**config.mk**
```make
export PLATFORM = sky130hd
export DESIGN_NAME = mesh_term_tx
export DESIGN_NICKNAME = d
export VERILOG_FILES = /design/src/rtl/mesh_tx_pkg.sv /design/src/rtl/mesh_tx_fifo.sv /design/src/rtl/mesh_term_tx.sv
export SDC_FILE = /design/constraint.sdc
export NUM_CORES = 1
export LEC_CHECK = 0
export CAP_MARGIN = 15
export CORE_AREA = 3 3 113 158
export CTS_CLUSTER_DIAMETER = 80
export CTS_CLUSTER_SIZE = 20
export DETAILED_ROUTE_END_ITERATION = 16
export DIE_AREA = 0 0 116 161
export PLACE_DENSITY = 0.72
export SYNTH_ARGS = -nofsm -noshare
export SYNTH_HDL_FRONTEND = slang
export SYNTH_SLANG_ARGS = --single-unit
```
**constraint.sdc**
```tcl
create_clock -name clk -period 5.65 [get_ports clk]
set_input_delay 0.8475 -clock clk [delete_from_list [all_inputs] [get_ports clk]]
set_output_delay 0.8475 -clock clk [all_outputs]
set_load 0.02 [all_outputs]
```
**src/rtl/mesh_tx_pkg.sv**
```systemverilog
// Shared field offsets, watchdog states and destination check for the mesh transmit endpoint.
// Offsets are distances from the packet MSB end: bit index = pckg_sz - <offset>.
package mesh_tx_pkg;

    localparam int NXT_MSB     = 1;
    localparam int ROW_MSB     = 9;
    localparam int COL_MSB     = 13;
    localparam int MODE_BIT    = 17;
    localparam int PAYLOAD_MSB = 18;

    typedef enum logic [1:0] {
        IDLE,
        WAIT,
        STALLED
    } tx_wd_state_e;

    // Terminals sit on the mesh border ring; corners and the interior are unreachable.
    function automatic logic is_legal_dst(
        input logic [3:0] row,
        input logic [3:0] col,
        input int         rows,
        input int         colums,
        input int         id_row,
        input int         id_column
    );
        int   r;
        int   c;
        logic on_row_edge;
        logic on_col_edge;
        logic is_self;
        r           = int'(row);
        c           = int'(col);
        on_row_edge = ((r == 0) || (r == rows + 1)) && (c >= 1) && (c <= colums);
        on_col_edge = ((c == 0) || (c == colums + 1)) && (r >= 1) && (r <= rows);
        is_self     = (r == id_row) && (c == id_column);
        return (on_row_edge || on_col_edge) && !is_self;
    endfunction

endpackage

```
**src/rtl/mesh_tx_fifo.sv**
```systemverilog
// Packet buffer with a registered head output that holds its last value when empty.
// Latency: a push into an empty FIFO is on o_head the cycle after the edge.
// Backpressure: push refused when full unless a pop lands on the same edge (pop-through).
module mesh_tx_fifo #(
    parameter int W     = 40,
    parameter int DEPTH = 4,
    localparam int AW   = $clog2(DEPTH)
) (
    input  logic          clk,
    input  logic          reset,
    input  logic          i_push,
    input  logic          i_pop,
    input  logic [W-1:0]  i_dat,
    output logic          o_push_ok,
    output logic          o_pop_ok,
    output logic [W-1:0]  o_head,
    output logic [AW:0]   o_count,
    output logic          o_full,
    output logic          o_empty
);

    logic [W-1:0]  r_mem [DEPTH];
    logic [AW-1:0] r_wr_ptr;
    logic [AW-1:0] r_rd_ptr;
    logic [AW:0]   r_count;
    logic [W-1:0]  r_head;

    logic          w_empty;
    logic          w_full;
    logic          w_pop_ok;
    logic          w_push_ok;
    logic [AW-1:0] w_rd_nxt;

    assign w_empty   = (r_count == '0);
    assign w_full    = (r_count == (AW+1)'(DEPTH));
    assign w_pop_ok  = i_pop && !w_empty;
    assign w_push_ok = i_push && (!w_full || w_pop_ok);
    assign w_rd_nxt  = r_rd_ptr + AW'(1);

    always_ff @(posedge clk) begin
        if (w_push_ok) begin
            r_mem[r_wr_ptr] <= i_dat;
        end
    end

    always_ff @(posedge clk) begin
        if (!reset) begin
            r_wr_ptr <= '0;
            r_rd_ptr <= '0;
            r_count  <= '0;
            r_head   <= '0;
        end else begin
            if (w_push_ok) begin
                r_wr_ptr <= r_wr_ptr + AW'(1);
            end
            if (w_pop_ok) begin
                r_rd_ptr <= w_rd_nxt;
            end
            if (w_push_ok && !w_pop_ok) begin
                r_count <= r_count + (AW+1)'(1);
            end else if (w_pop_ok && !w_push_ok) begin
                r_count <= r_count - (AW+1)'(1);
            end
            // Head is re-registered so the mesh sees a stable word, bypassing the array when the new head is being written now.
            if (w_empty && w_push_ok) begin
                r_head <= i_dat;
            end else if (w_pop_ok) begin
                if (r_count == (AW+1)'(1)) begin
                    if (w_push_ok) begin
                        r_head <= i_dat;
                    end
                end else begin
                    r_head <= r_mem[w_rd_nxt];
                end
            end
        end
    end

    assign o_push_ok = w_push_ok;
    assign o_pop_ok  = w_pop_ok;
    assign o_head    = r_head;
    assign o_count   = r_count;
    assign o_full    = w_full;
    assign o_empty   = w_empty;

endmodule

```
**src/rtl/mesh_term_tx.sv**
```systemverilog
// Mesh terminal transmit endpoint: assembles, checks and buffers packets, drives one mesh input port.
// Latency: accepted write is presented on data_out_i_in/pndng_i_in one cycle later when the buffer was empty.
// Backpressure: head held until popin; writes to a full buffer are dropped (ovf) unless popped same cycle.
// Optional build macro MESH_TX_SRC_STAMP_EN stamps the own terminal address into the top payload byte.
module mesh_term_tx
    import mesh_tx_pkg::*;
#(
    parameter int pckg_sz     = 40,
    parameter int fifo_depth  = 4,
    parameter int ROWS        = 4,
    parameter int COLUMS      = 4,
    parameter int id_row      = 0,
    parameter int id_column   = 0,
    parameter int STALL_LIMIT = 64
) (
    input  logic                 clk,
    input  logic                 reset,
    input  logic                 wr_en,
    input  logic [3:0]           wr_row,
    input  logic [3:0]           wr_col,
    input  logic                 wr_mode,
    input  logic [pckg_sz-18:0]  wr_payload,
    output logic                 wr_ack,
    output logic [pckg_sz-1:0]   data_out_i_in,
    output logic                 pndng_i_in,
    input  logic                 popin,
    output logic                 full,
    output logic                 bad_dst,
    output logic                 ovf,
    output logic                 udf,
    output logic                 stall,
    output logic [15:0]          tx_count
);

    localparam int PW = pckg_sz - 17;
    localparam int AW = $clog2(fifo_depth);
    localparam int CW = $clog2(STALL_LIMIT + 1);

    logic               w_legal;
    logic [PW-1:0]      w_payload;
    logic [pckg_sz-1:0] w_pkt;
    logic               w_push_ok;
    logic               w_pop_ok;
    logic [pckg_sz-1:0] w_head;
    logic [AW:0]        w_count;
    logic               w_full;
    logic               w_empty;
    logic               w_drain;

    logic               r_wr_ack;
    logic               r_bad_dst;
    logic               r_ovf;
    logic               r_udf;
    logic [15:0]        r_tx_count;
    tx_wd_state_e       r_state;
    tx_wd_state_e       w_state_nxt;
    logic [CW-1:0]      r_wd_cnt;
    logic [CW-1:0]      w_wd_cnt_nxt;

    assign w_legal = is_legal_dst(wr_row, wr_col, ROWS, COLUMS, id_row, id_column);

`ifdef MESH_TX_SRC_STAMP_EN
    localparam logic [3:0] ID_R = 4'(id_row);
    localparam logic [3:0] ID_C = 4'(id_column);
    assign w_payload = {ID_R, ID_C, wr_payload[PW-9:0]};
`else
    assign w_payload = wr_payload;
`endif

    always_comb begin
        w_pkt                            = '0;
        w_pkt[pckg_sz-NXT_MSB -: 8]      = 8'h00;
        w_pkt[pckg_sz-ROW_MSB -: 4]      = wr_row;
        w_pkt[pckg_sz-COL_MSB -: 4]      = wr_col;
        w_pkt[pckg_sz-MODE_BIT]          = wr_mode;
        w_pkt[pckg_sz-PAYLOAD_MSB:0]     = w_payload;
    end

    mesh_tx_fifo #(
        .W     (pckg_sz),
        .DEPTH (fifo_depth)
    ) u_fifo (
        .clk       (clk),
        .reset     (reset),
        .i_push    (wr_en && w_legal),
        .i_pop     (popin),
        .i_dat     (w_pkt),
        .o_push_ok (w_push_ok),
        .o_pop_ok  (w_pop_ok),
        .o_head    (w_head),
        .o_count   (w_count),
        .o_full    (w_full),
        .o_empty   (w_empty)
    );

    always_ff @(posedge clk) begin
        if (!reset) begin
            r_wr_ack   <= 1'b0;
            r_bad_dst  <= 1'b0;
            r_ovf      <= 1'b0;
            r_udf      <= 1'b0;
            r_tx_count <= '0;
        end else begin
            r_wr_ack  <= w_push_ok;
            r_bad_dst <= wr_en && !w_legal;
            if (wr_en && w_legal && !w_push_ok) begin
                r_ovf <= 1'b1;
            end
            if (popin && w_empty) begin
                r_udf <= 1'b1;
            end
            if (w_pop_ok) begin
                r_tx_count <= r_tx_count + 16'd1;
            end
        end
    end

    // The last buffered packet leaves with nothing arriving to replace it.
    assign w_drain = w_pop_ok && !w_push_ok && (w_count == (AW+1)'(1));

    always_ff @(posedge clk) begin
        if (!reset) begin
            r_state  <= IDLE;
            r_wd_cnt <= '0;
        end else begin
            r_state  <= w_state_nxt;
            r_wd_cnt <= w_wd_cnt_nxt;
        end
    end

    always_comb begin
        w_state_nxt  = r_state;
        w_wd_cnt_nxt = r_wd_cnt;
        case (r_state)
            IDLE: begin
                if (w_push_ok) begin
                    w_state_nxt  = WAIT;
                    w_wd_cnt_nxt = '0;
                end
            end
            WAIT: begin
                if (w_pop_ok) begin
                    w_wd_cnt_nxt = '0;
                    if (w_drain) begin
                        w_state_nxt = IDLE;
                    end
                end else if (r_wd_cnt == CW'(STALL_LIMIT - 1)) begin
                    w_state_nxt = STALLED;
                end else begin
                    w_wd_cnt_nxt = r_wd_cnt + CW'(1);
                end
            end
            STALLED: begin
                if (w_pop_ok) begin
                    w_wd_cnt_nxt = '0;
                    w_state_nxt  = w_drain ? IDLE : WAIT;
                end
            end
            default: begin
                w_state_nxt  = IDLE;
                w_wd_cnt_nxt = '0;
            end
        endcase
    end

    assign wr_ack        = r_wr_ack;
    assign data_out_i_in = w_head;
    assign pndng_i_in    = !w_empty;
    assign full          = w_full;
    assign bad_dst       = r_bad_dst;
    assign ovf           = r_ovf;
    assign udf           = r_udf;
    assign stall         = (r_state == STALLED);
    assign tx_count      = r_tx_count;

endmodule

```
==> metrics.md <==
| Metric | Value |
|---|---|
| Status | `finished, final reports clean` |
| Maximum VDD drop | `0.0002081 V` |
| Register area | `5207 um2` |
| Placed insts | `868` |
| Largest area contributor in the netlist | `edfxtp_1` |
| Setup TNS | `0 ns` |
| Routed wire length | `18,740 um` |
| # Post-CTS Setup Buffers | `0` |
| Global Route Usage Sum | `0.2060` |
| Tmin final | `3.422 ns` |
| Die width | `~120 um` |
| CTS sink count | `196` |
| Slowest CP cell | `clkdlybuf4s50_1` |
| CTS Buf Count | `17` |
| Top-count cell post-synth | `edfxtp_1` |
| Power Dens Cells | `about 430 nW/um2` |
| Vias in the first global route | `5,602` |
| Post-detail-place hpwl | `11,950 um` |
| Clock latency on the worst-skew pair | `0.43 ns` |
| Hold WC Path Type | `reg2reg` |
| CTS tree | `yes` |
| Mean post-synth cell area | `~14 um2` |
| Die ar. | `~19,000 um2` |
| Post-synth cell types | `54` |
| Port bufs | `90` |
| Via Count | `5,438` |
| Crit path DAT | `between 3 and 4 ns` |
| Area of the multi-input gates | `2721 um2` |
| Crit path max fanout | `25` |
| Final Max Slew Viols | `0` |
| Synthesized flop and latch total | `between 150 and 200` |
| Leak Pwr | `between 3 and 4 nW` |
| Worst Skew | `roughly 0.011 ns` |
| Kind of critical path | `in2reg` |
| RSZ-0062 raised after global routing | `false` |
| Root Buffer | `clkbuf_16` |
| Commonest cells in the netlist | `128 x edfxtp_1, 68 x dfxtp_1, 44 x o21ai_0` |
| Initial DRC Count | `371` |
| Layout area overhead | `19.95%` |
| First-pass GRT wire length | `~30,000 um` |
| Fillers | `1,313` |
| Hold slack final | `0.4502 ns` |
| Yosys Warn Count | `0` |
| IO Pins | `99` |
| Max Clk Rate | `just under 300 MHz` |
| DR DRC count | `0` |
| Row count | `56` |
| Async set-reset flop share out of synthesis | `0` |
| Routed wire per std cell | `20.82 um` |
| Placer Congestion | `0.7802` |
| Cell Area, Synth | `8192 um2` |
| Clock-pin slew on the worst setup and hold paths | `approximately 0.070 ns` |
| Maximum capacitance violations | `0` |
| N_diodes | `0` |
| Vias per cell | `6.042` |
| Initial Util | `0.4912` |
| Layout cells sized above 1 | `0.1234` |
| Pre-CTS setup slack | `about 1.8 ns` |
| Largest net degree at the start of global routing | `35` |
| Post-synth EDFFs | `128` |
| Setup-failing EPs final | `0` |
| Core area | `16,680 um2` |
| Critical-path cell list | `clkdlybuf4s50_1 > o21ai_0 > nand4_2 > a21o_1 > clkinv_1 > and2_1 > buf_4` |
| Post-route cell area | `between 9000 and 10,000 um2` |
| Layout Nets | `732` |
| Worst-Margin Slew | `1.087 ns` |
| Die Ht | `161 um` |
| Cell Area, Placed | `9231 um2` |
| Period utilisation layout | `0.6056` |
| GRT overflow | `0` |
| Worst setup SP type | `input pin` |
| Cells after synthesis | `between 600 and 700` |
| Hold Vio Cnt, Final | `0` |
| Final core occ | `0.5892` |
| Max clock buf depth | `2` |
| Post-CTS resize count | `0` |
| Final ANT Viol Nets | `0` |
| PnR worst setup slack | `2.228 ns` |
| Cells taking the most area after synthesis | `edfxtp_1 47%, dfxtp_1 17%, mux4_2 8.8%, a311oi_1 3.1%, o21ai_0 2.7%` |
| Slew HR | `0.2753` |
| H-Tree Depth | `4` |
| Cts hold-fix bufs | `0` |
| Antenna violations before repair | `0` |
| Finished Layout Cells | `900` |
| Final Power | `4.206 mW` |
| Endpoint type of the worst setup path | `flop` |
| Drt first pass iters | `5` |
| Required @ worst endpoint | `5.73 ns` |
| Post-synthesis sequential area ratio | `0.6354` |
| Top_reg_cell synth | `edfxtp_1` |
| Top-area cell type share of the netlist area | `0.4692` |
| CP max stage delay | `0.57 ns` |
## placed cells by master, fill, tap and decap left out, drive strengths merged, types with 2 or more instances in the layout
cell type	netlist	routed
clkinv	2	5
ha	12	12
conb	1	8
nor2b	2	2
inv	14	23
nand3b	2	2
and4	4	4
or3	4	4
a311oi	29	29
xor2	8	8
a21oi	15	15
nand4b	2	2
nand2	24	24
mux2i	5	5
nor3	35	35
nand3	41	41
or4	2	2
and3	4	4
nor4	2	2
edfxtp	128	128
nor2	25	25
a31oi	3	3
nand4	10	10
nand2b	3	3
and2	7	7
buf	22	11
mux4	32	32
a211oi	2	2
o31ai	2	2
a21o	2	2
clkbuf	27	18
o21ai	44	44
clkdlybuf4s50	0	90
dfxtp	68	68
a41oi	2	2
xnor2	10	10
## kinds of logic (layout without fill, tap and decap cells)
| family | count (synthesis) | count (layout) | synth area share |
|---|---|---|---|
| AOI/OAI and AO/OA | 106 | 106 | 0.08538 |
| xor gates and xnor gates | 18 | 18 | 0.01925 |
| adders and majority gates | 13 | 13 | 0.01955 |
| buffers and inverters | 65 | 149 | 0.03742 |
| DFF | 196 | 196 | 0.6354 |
| muxes | 37 | 37 | 0.09409 |
| other | 1 | 8 | 0.0004578 |
| and+or+nand+nor | 170 | 170 | 0.1084 |
## cell type report
type	count	share of cell area
multi-input cells	352	0.2770
well taps	203	0.02585
clock buffers	18	0.04368
inverters	16	0.006622
flip-flops and latches	196	0.5300
repair buffers	101	0.1001
clock inverters	14	0.01681
## path summary, 6_finish.rpt
path	from	endpoint	slack, ns	depth (start not counted)
worst max-delay path	wr_col[1]	u_fifo.r_mem[1][17]$_DFFE_PP_	2.23	7
worst min-delay path	r_wd_cnt[6]$_SDFFE_PN0P_	r_wd_cnt[6]$_SDFFE_PN0P_	0.45	2
worst max register to register	u_fifo.o_count[0]$_SDFFE_PN0P_	u_fifo.o_head[11]$_SDFFE_PN0P_	2.96	8
worst min register to register	r_wd_cnt[6]$_SDFFE_PN0P_	r_wd_cnt[6]$_SDFFE_PN0P_	0.45	2
## metal layers
metal | vias up | GRT usage | routed length [um]
li1 | 2485 | - | -
met1 | 2739 | 0.2416 | 7187
met2 | 177 | 0.3698 | 10160
met3 | 37 | 0.03936 | 915
met4 | 0 | 0.07599 | 478
met5 | - | 0 | 0
## worst max-delay path: cells and delay by family
family	cells	cell delay, ns
buffers and inverters	3	1.21
AOI/OAI and AO/OA	2	0.74
and+or+nand+nor	2	0.68
## state kept, by name, summed over array words and instances (netlist names), 2 cells and up
signal	cells
u_fifo.o_head	32
u_fifo.r_mem	128
tx_count	16
u_fifo.o_count	3
r_wd_cnt	7
r_state	2
u_fifo.r_wr_ptr	2
u_fifo.r_rd_ptr	2
## power by group
group / internal [mW] / total, mW / switching [mW]
combinational: 0.538 / 1.22 / 0.680
clock: 0.634 / 1.20 / 0.563
sequential: 1.66 / 1.79 / 0.134
(Power assumes the default switching activity.)
